[src/rtl/axil_cmd_master.sv]
// Command/response front end driving an AXI4-Lite master port, one transaction outstanding; AXIL_MASTER_TIMEOUT_EN adds a watchdog with DRAIN recovery.
// Latency: rsp_valid 3 cycles after command acceptance with a zero-wait slave (read or write).
// Backpressure: cmd_ready only in IDLE; rsp_* held until rsp_ready; every AXI VALID held until its own handshake.

`ifndef AXI_ADDR_WIDTH
`define AXI_ADDR_WIDTH 32
`endif
`ifndef AXI_DATA_WIDTH
`define AXI_DATA_WIDTH 32
`endif
`ifndef AXI_STROBE_WIDTH
`define AXI_STROBE_WIDTH 4
`endif
`ifndef AXI_RESP_WIDTH
`define AXI_RESP_WIDTH 2
`endif
`ifndef AXI_RESP_SLVERR
`define AXI_RESP_SLVERR 2'b10
`endif

module axil_cmd_master #(
    parameter int TIMEOUT_CYCLES = 1024
) (
    input  logic                          CLK,
    input  logic                          RSTn,

    input  logic                          cmd_valid,
    output logic                          cmd_ready,
    input  logic                          cmd_write,
    input  logic [`AXI_ADDR_WIDTH-1:0]    cmd_addr,
    input  logic [`AXI_DATA_WIDTH-1:0]    cmd_wdata,
    input  logic [`AXI_STROBE_WIDTH-1:0]  cmd_wstrb,

    output logic                          rsp_valid,
    input  logic                          rsp_ready,
    output logic [`AXI_DATA_WIDTH-1:0]    rsp_rdata,
    output logic [`AXI_RESP_WIDTH-1:0]    rsp_resp,
    output logic                          rsp_timeout,

    output logic                          M_AXI_AWVALID,
    input  logic                          M_AXI_AWREADY,
    output logic [`AXI_ADDR_WIDTH-1:0]    M_AXI_AWADDR,
    output logic [2:0]                    M_AXI_AWPROT,
    output logic                          M_AXI_WVALID,
    input  logic                          M_AXI_WREADY,
    output logic [`AXI_DATA_WIDTH-1:0]    M_AXI_WDATA,
    output logic [`AXI_STROBE_WIDTH-1:0]  M_AXI_WSTRB,
    input  logic                          M_AXI_BVALID,
    output logic                          M_AXI_BREADY,
    input  logic [`AXI_RESP_WIDTH-1:0]    M_AXI_BRESP,
    output logic                          M_AXI_ARVALID,
    input  logic                          M_AXI_ARREADY,
    output logic [`AXI_ADDR_WIDTH-1:0]    M_AXI_ARADDR,
    output logic [2:0]                    M_AXI_ARPROT,
    input  logic                          M_AXI_RVALID,
    output logic                          M_AXI_RREADY,
    input  logic [`AXI_DATA_WIDTH-1:0]    M_AXI_RDATA,
    input  logic [`AXI_RESP_WIDTH-1:0]    M_AXI_RRESP
);

    if (TIMEOUT_CYCLES < 2) begin : g_bad_timeout
        $error("axil_cmd_master: TIMEOUT_CYCLES must be at least 2");
    end

    typedef enum logic [2:0] {
        IDLE    = 3'd0,
        RD_ADDR = 3'd1,
        RD_DATA = 3'd2,
        WR_REQ  = 3'd3,
        WR_RESP = 3'd4,
        RESP    = 3'd5,
        DRAIN   = 3'd6
    } state_t;

    state_t                          state_q, state_d;
    logic                            wr_q, wr_d;
    logic [`AXI_ADDR_WIDTH-1:0]      addr_q, addr_d;
    logic [`AXI_DATA_WIDTH-1:0]      wdata_q, wdata_d;
    logic [`AXI_STROBE_WIDTH-1:0]    wstrb_q, wstrb_d;
    logic                            aw_vld_q, aw_vld_d;
    logic                            w_vld_q, w_vld_d;
    logic                            ar_vld_q, ar_vld_d;
    logic [`AXI_DATA_WIDTH-1:0]      rdata_q, rdata_d;
    logic [`AXI_RESP_WIDTH-1:0]      resp_q, resp_d;
    logic                            active;

`ifdef AXIL_MASTER_TIMEOUT_EN
    localparam int TW = $clog2(TIMEOUT_CYCLES + 1);
    logic [TW-1:0]                   timer_q, timer_d;
    logic                            tmo_q, tmo_d;
`endif

    assign active = (state_q == RD_ADDR) || (state_q == RD_DATA) ||
                    (state_q == WR_REQ)  || (state_q == WR_RESP);

    always_ff @(posedge CLK or negedge RSTn) begin
        if (!RSTn) begin
            state_q  <= IDLE;
            wr_q     <= 1'b0;
            addr_q   <= '0;
            wdata_q  <= '0;
            wstrb_q  <= '0;
            aw_vld_q <= 1'b0;
            w_vld_q  <= 1'b0;
            ar_vld_q <= 1'b0;
            rdata_q  <= '0;
            resp_q   <= '0;
`ifdef AXIL_MASTER_TIMEOUT_EN
            timer_q  <= '0;
            tmo_q    <= 1'b0;
`endif
        end else begin
            state_q  <= state_d;
            wr_q     <= wr_d;
            addr_q   <= addr_d;
            wdata_q  <= wdata_d;
            wstrb_q  <= wstrb_d;
            aw_vld_q <= aw_vld_d;
            w_vld_q  <= w_vld_d;
            ar_vld_q <= ar_vld_d;
            rdata_q  <= rdata_d;
            resp_q   <= resp_d;
`ifdef AXIL_MASTER_TIMEOUT_EN
            timer_q  <= timer_d;
            tmo_q    <= tmo_d;
`endif
        end
    end

    always_comb begin
        state_d  = state_q;
        wr_d     = wr_q;
        addr_d   = addr_q;
        wdata_d  = wdata_q;
        wstrb_d  = wstrb_q;
        // A VALID drops only on its own handshake, whatever state we are in.
        aw_vld_d = aw_vld_q & ~M_AXI_AWREADY;
        w_vld_d  = w_vld_q  & ~M_AXI_WREADY;
        ar_vld_d = ar_vld_q & ~M_AXI_ARREADY;
        rdata_d  = rdata_q;
        resp_d   = resp_q;
`ifdef AXIL_MASTER_TIMEOUT_EN
        timer_d  = timer_q;
        tmo_d    = tmo_q;
`endif

        case (state_q)
            IDLE: begin
                if (cmd_valid) begin
                    wr_d    = cmd_write;
                    addr_d  = cmd_addr;
                    wdata_d = cmd_wdata;
                    wstrb_d = cmd_wstrb;
`ifdef AXIL_MASTER_TIMEOUT_EN
                    // The accepting cycle counts as the first cycle of the transaction.
                    timer_d = TW'(1);
`endif
                    if (cmd_write) begin
                        aw_vld_d = 1'b1;
                        w_vld_d  = 1'b1;
                        state_d  = WR_REQ;
                    end else begin
                        ar_vld_d = 1'b1;
                        state_d  = RD_ADDR;
                    end
                end
            end
            RD_ADDR: begin
                if (M_AXI_ARREADY) begin
                    state_d = RD_DATA;
                end
            end
            WR_REQ: begin
                if (!aw_vld_d && !w_vld_d) begin
                    state_d = WR_RESP;
                end
            end
            RD_DATA, WR_RESP: begin
                if (wr_q ? M_AXI_BVALID : M_AXI_RVALID) begin
                    rdata_d = wr_q ? '0 : M_AXI_RDATA;
                    resp_d  = wr_q ? M_AXI_BRESP : M_AXI_RRESP;
`ifdef AXIL_MASTER_TIMEOUT_EN
                    tmo_d   = 1'b0;
`endif
                    state_d = RESP;
                end
            end
            RESP: begin
                if (rsp_ready) begin
`ifdef AXIL_MASTER_TIMEOUT_EN
                    state_d = tmo_q ? DRAIN : IDLE;
`else
                    state_d = IDLE;
`endif
                end
            end
`ifdef AXIL_MASTER_TIMEOUT_EN
            DRAIN: begin
                // The late response can only arrive after all address/data handshakes.
                if (wr_q ? M_AXI_BVALID : M_AXI_RVALID) begin
                    state_d = IDLE;
                end
            end
`endif
            default: begin
                state_d = IDLE;
            end
        endcase

`ifdef AXIL_MASTER_TIMEOUT_EN
        if (active) begin
            if (int'(timer_q) < TIMEOUT_CYCLES) begin
                timer_d = timer_q + TW'(1);
            end
            // Real progress in the same cycle wins over the watchdog.
            if ((state_d == state_q) && (int'(timer_q) >= TIMEOUT_CYCLES - 1)) begin
                state_d = RESP;
                tmo_d   = 1'b1;
                resp_d  = `AXI_RESP_SLVERR;
                rdata_d = '0;
            end
        end
`endif
    end

    assign cmd_ready     = (state_q == IDLE);
    assign rsp_valid     = (state_q == RESP);
    assign rsp_rdata     = rdata_q;
    assign rsp_resp      = resp_q;
`ifdef AXIL_MASTER_TIMEOUT_EN
    assign rsp_timeout   = tmo_q;
`else
    assign rsp_timeout   = 1'b0;
`endif

    assign M_AXI_AWVALID = aw_vld_q;
    assign M_AXI_AWADDR  = addr_q;
    assign M_AXI_AWPROT  = 3'b000;
    assign M_AXI_WVALID  = w_vld_q;
    assign M_AXI_WDATA   = wdata_q;
    assign M_AXI_WSTRB   = wstrb_q;
    assign M_AXI_BREADY  = (state_q == WR_RESP) || (state_q == DRAIN);
    assign M_AXI_ARVALID = ar_vld_q;
    assign M_AXI_ARADDR  = addr_q;
    assign M_AXI_ARPROT  = 3'b000;
    assign M_AXI_RREADY  = (state_q == RD_DATA) || (state_q == DRAIN);

endmodule

[config.mk]
export PLATFORM = sky130hd
export DESIGN_NAME = axil_cmd_master
export DESIGN_NICKNAME = d
export VERILOG_FILES = /design/src/rtl/axil_cmd_master.sv
export SDC_FILE = /design/constraint.sdc
export NUM_CORES = 1
export LEC_CHECK = 0
export CAP_MARGIN = 20
export CELL_PAD_IN_SITES_DETAIL_PLACEMENT = 0
export CELL_PAD_IN_SITES_GLOBAL_PLACEMENT = 1
export CORE_MARGIN = 5
export CORE_UTILIZATION = 27
export DETAILED_ROUTE_END_ITERATION = 16
export PLACE_DENSITY = 0.77
export SETUP_SLACK_MARGIN = 0.15
export SLEW_MARGIN = 30
export SYNTH_ARGS = -nofsm -noshare
export SYNTH_HDL_FRONTEND = slang
export SYNTH_SLANG_ARGS = --single-unit
[constraint.sdc]
create_clock -name CLK -period 1.6 [get_ports CLK]
set_input_delay 0.16 -clock CLK [delete_from_list [all_inputs] [get_ports CLK]]
set_output_delay 0.16 -clock CLK [all_outputs]
set_load 0.02 [all_outputs]
==> run summary <==
The flow ran to the end, and the final reports show no timing, DRC or antenna violations. The share of the clock period used by the worst path after layout was 89.1%; the routed via count was 4145. The first-pass detailed-route iteration total was 4; the overall routing resource usage was 13.7%. In the layout the commonest cells are nand2_1, dlygate4sd2_1, clkdlybuf4s50_1, dfrtp_1, o21ai_1. The share of layout cells above drive strength 1 was 8.93%; the H-tree level count was 3.

The max-capacitance violation count was 0. Instance count after placement with tap cells included: 953. The critical path is of the flop to flop type. The power per standard cell area works out to 1910 mW/mm2. After clock tree synthesis, the clock-pin slew on the worst setup and hold paths is 80 ps. The count of endpoints failing hold in the final timing report came out at 0. Floorplan core area: 0.0171 mm2.

The run gives 4178 as the number of global-route vias before repair. Once the floorplan was initialized, standard cells occupied 27.2% of the core. The average via count per standard cell was 4.25; the number of standard cells in the layout, taps in and fillers out was 975.

The post-detailed-placement half-perimeter wirelength was 10600 um; the leakage dissipation was 0.00396 uW. The longest clock path from root to sink contains 2 buffers. In this run the tool buffered the top-level ports with 254 buffer cells.

The run gives 0.0199 mm2 as the die footprint. Compared with the post-synthesis result, the final layout area differs by 61.9%. Setup violations remaining at the end of the flow were counted as 0. The total inserted antenna cells was 0; the average size of a mapped cell was 8.94 um2. Summing the areas of all compound-gate instances in the mapped netlist gives 5.34% of the synthesized area.

The actual slew at the worst max-slew pin is 585 ps. Setup repair after global routing could not meet its margin everywhere. The instance count of the mapped netlist is 519, and the initial antenna violation count is 0. Summing the areas of all xor and xnor instances in the mapped netlist gives 0% of the synthesized area. The residual antenna-violating net count after detailed routing is 0, and the number of warning messages in the yosys log is 0. Buffers inserted during clock tree synthesis total 9. Of the total synthesized cell area, the portion taken by full adders, half adders and majority gates is 0%. For flop-to-flop paths, the worst setup slack is 170 ps.

Dividing the detail-routed wire length by the instance count gives 14.9 um. Static timing analysis puts the maximum clock frequency at 0.701 GHz. The run gives 0 as the overflow left after global routing.

The share of the Yosys chip area taken by registers is 58.8%. The die is 141 um wide. The type of origin of the critical path was a flop. The most common library cell in the layout ignoring fill and taps is nand2_1. The later pin in the worst-skew pair is clocked with a latency of 350 ps.

After Yosys synthesis, and, or, nand and nor cells account for 25.0% of the synthesized area. The worst vdd rail ir drop is 0.000810 V. The violation count after the first detailed-route iteration came out at 110. For the final database, setup skew stands at 11.9 ps. The worst pin sits at a relative slew slack of 61.0%.

The tools report the row count as 48. TritonCTS built the clock tree. The run gives 859 as the final-stage net count. Clock root buffer: clkbuf_16. Data on the critical path is required at its endpoint by 1830 ps. In this run the worst path has a maximum fanout of 8. In this run the cell area of the synthesized design comes to 0.00464 mm2. Main combinational cell family by area after synthesis: simple AND/OR/NAND/NOR gates. The weighted congestion at the end of routability-driven global placement was 0.798.

In this run the worst hold path is classified as input pin to flop. On the final layout, the worst hold slack is 336 ps. The I/O pin count was 262; the count of state elements after synthesis was 109. The time the final worst path needs with I/O delays and setup came out at 1430 ps.

After detailed routing, the total wire length is 14500 um. After synthesis, the share of cell area in mux cells is 1.21%. The die height was 141 um; the DRC violations left was 0.

The largest net degree at the start of global routing is 110. The max-slew violation count was 0; the data arrival at the endpoint of the critical path was 1650 ps. The number of clock sinks seen by CTS was 109; the wire length of the first global-routing pass was 21900 um. The tools report the count of filler cells inserted in the layout as 1694.

STA classifies the critical path endpoint as a flop. The synthesized netlist contains 27 unique library cells.
## cells by family after synthesis
| group | Yosys count |
|---|---|
| and+or+nand+nor | 291 |
| DFF | 109 |
| AOI/OAI and AO/OA | 45 |
| muxes | 5 |
| buffers and inverters | 68 |
| other | 1 |
## layer usage
metal	global-route usage, %	up-vias	routed length [um]
met5	0	-	0
met4	5.10	0	294
met3	5.53	21	1580
met2	21.8	204	6680
met1	16.8	1903	5940
li1	-	2017	-
## critical path: stages (launching register included)
cell and delay, ps:
dfrtp_2 490, nand2b_4 190, a21boi_4 190, nand2_4 130, buf_4 190, nand2_1 60
o21ai_0 70
## what timing repair did
action	in CTS	in global routing
resized for setup	157	18
pin swaps	0	1
setup endpoints to repair	176	105
hold endpoints to repair	109	0
setup buffers	0	1
hold buffers	1	0
gates cloned	1	3
## cell type report
type                    count  area [um2]  share of cell area, %
well taps                 225         282                   3.75
clock inverters             6        82.6                   1.10
inverters                   3        11.3                  0.150
multi-input cells         348        1530                   20.3
repair buffers            274        2640                   35.2
clock buffers              10         239                   3.18
flip-flops and latches    109        2730                   36.4
## power by group
group | leakage (uW) | internal, uW | total (uW) | switching, uW
Clock | 0.000154 | 1290 | 2370 | 1080
Sequential | 0.00138 | 3950 | 4740 | 788
Combinational | 0.00243 | 2850 | 7230 | 4390
## sequential cells by signal (all words and copies together), names as in the netlist
signal         cells
rsp_rdata         32
state_q            3
M_AXI_WDATA       32
M_AXI_AWVALID      1
M_AXI_WSTRB        4
M_AXI_ARADDR      32
wr_q               1
rsp_resp           2
M_AXI_WVALID       1
M_AXI_ARVALID      1
## metrics by stage
step	total power, uW	util, %	instance area (um2)	TNS, ps	worst slack, ps
finish	14300	44.0	7510	0	174
global route	15300	44.0	7510	0	86.6
CTS	14400	43.5	7420	0	112
detailed placement	12900	42.3	7220	-172	-30.2
global placement	12800	42.3	7220	0	0.0326
floorplan	9210	-	4680	0	155
## synthesized netlist by cell type
cell type	instances	area (um2)
buf_4	40	300
conb_1	1	3.75
and2_1	1	6.26
nand2_1	261	980
a21oi_1	2	10.0
nor4_1	1	6.26
nor3_2	1	10.0
a21boi_4	1	18.8
o21ai_0	18	90.1
mux2_2	1	11.3
inv_1	3	11.3
dfrtp_1	109	2730
or3_1	1	6.26
mux2i_1	3	30.0
mux2_4	1	15.0
nor2b_1	2	12.5
a21o_1	1	7.51
nand2b_1	4	25.0
buf_2	13	65.1
nor3_1	1	5.00
buf_6	3	33.8
clkbuf_1	9	33.8
o22ai_1	2	12.5
o21ai_1	20	100
nor2_1	4	15.0
nand2_2	15	93.8
a2bb2oi_1	1	8.76
## worst paths after layout
kind | startpoint | endpoint | cells past startpoint
max | state_q[2] | rsp_rdata[31] | 6
max in group asynchronous | RSTn | state_q[0] | 3
min in group asynchronous | RSTn | rsp_rdata[24] | 3
min reg2reg | M_AXI_WDATA[29] | M_AXI_WDATA[29] | 2
max reg2reg | state_q[2] | rsp_rdata[31] | 6
min | cmd_wdata[25] | M_AXI_WDATA[25] | 3
(Power assumes the default switching activity.)
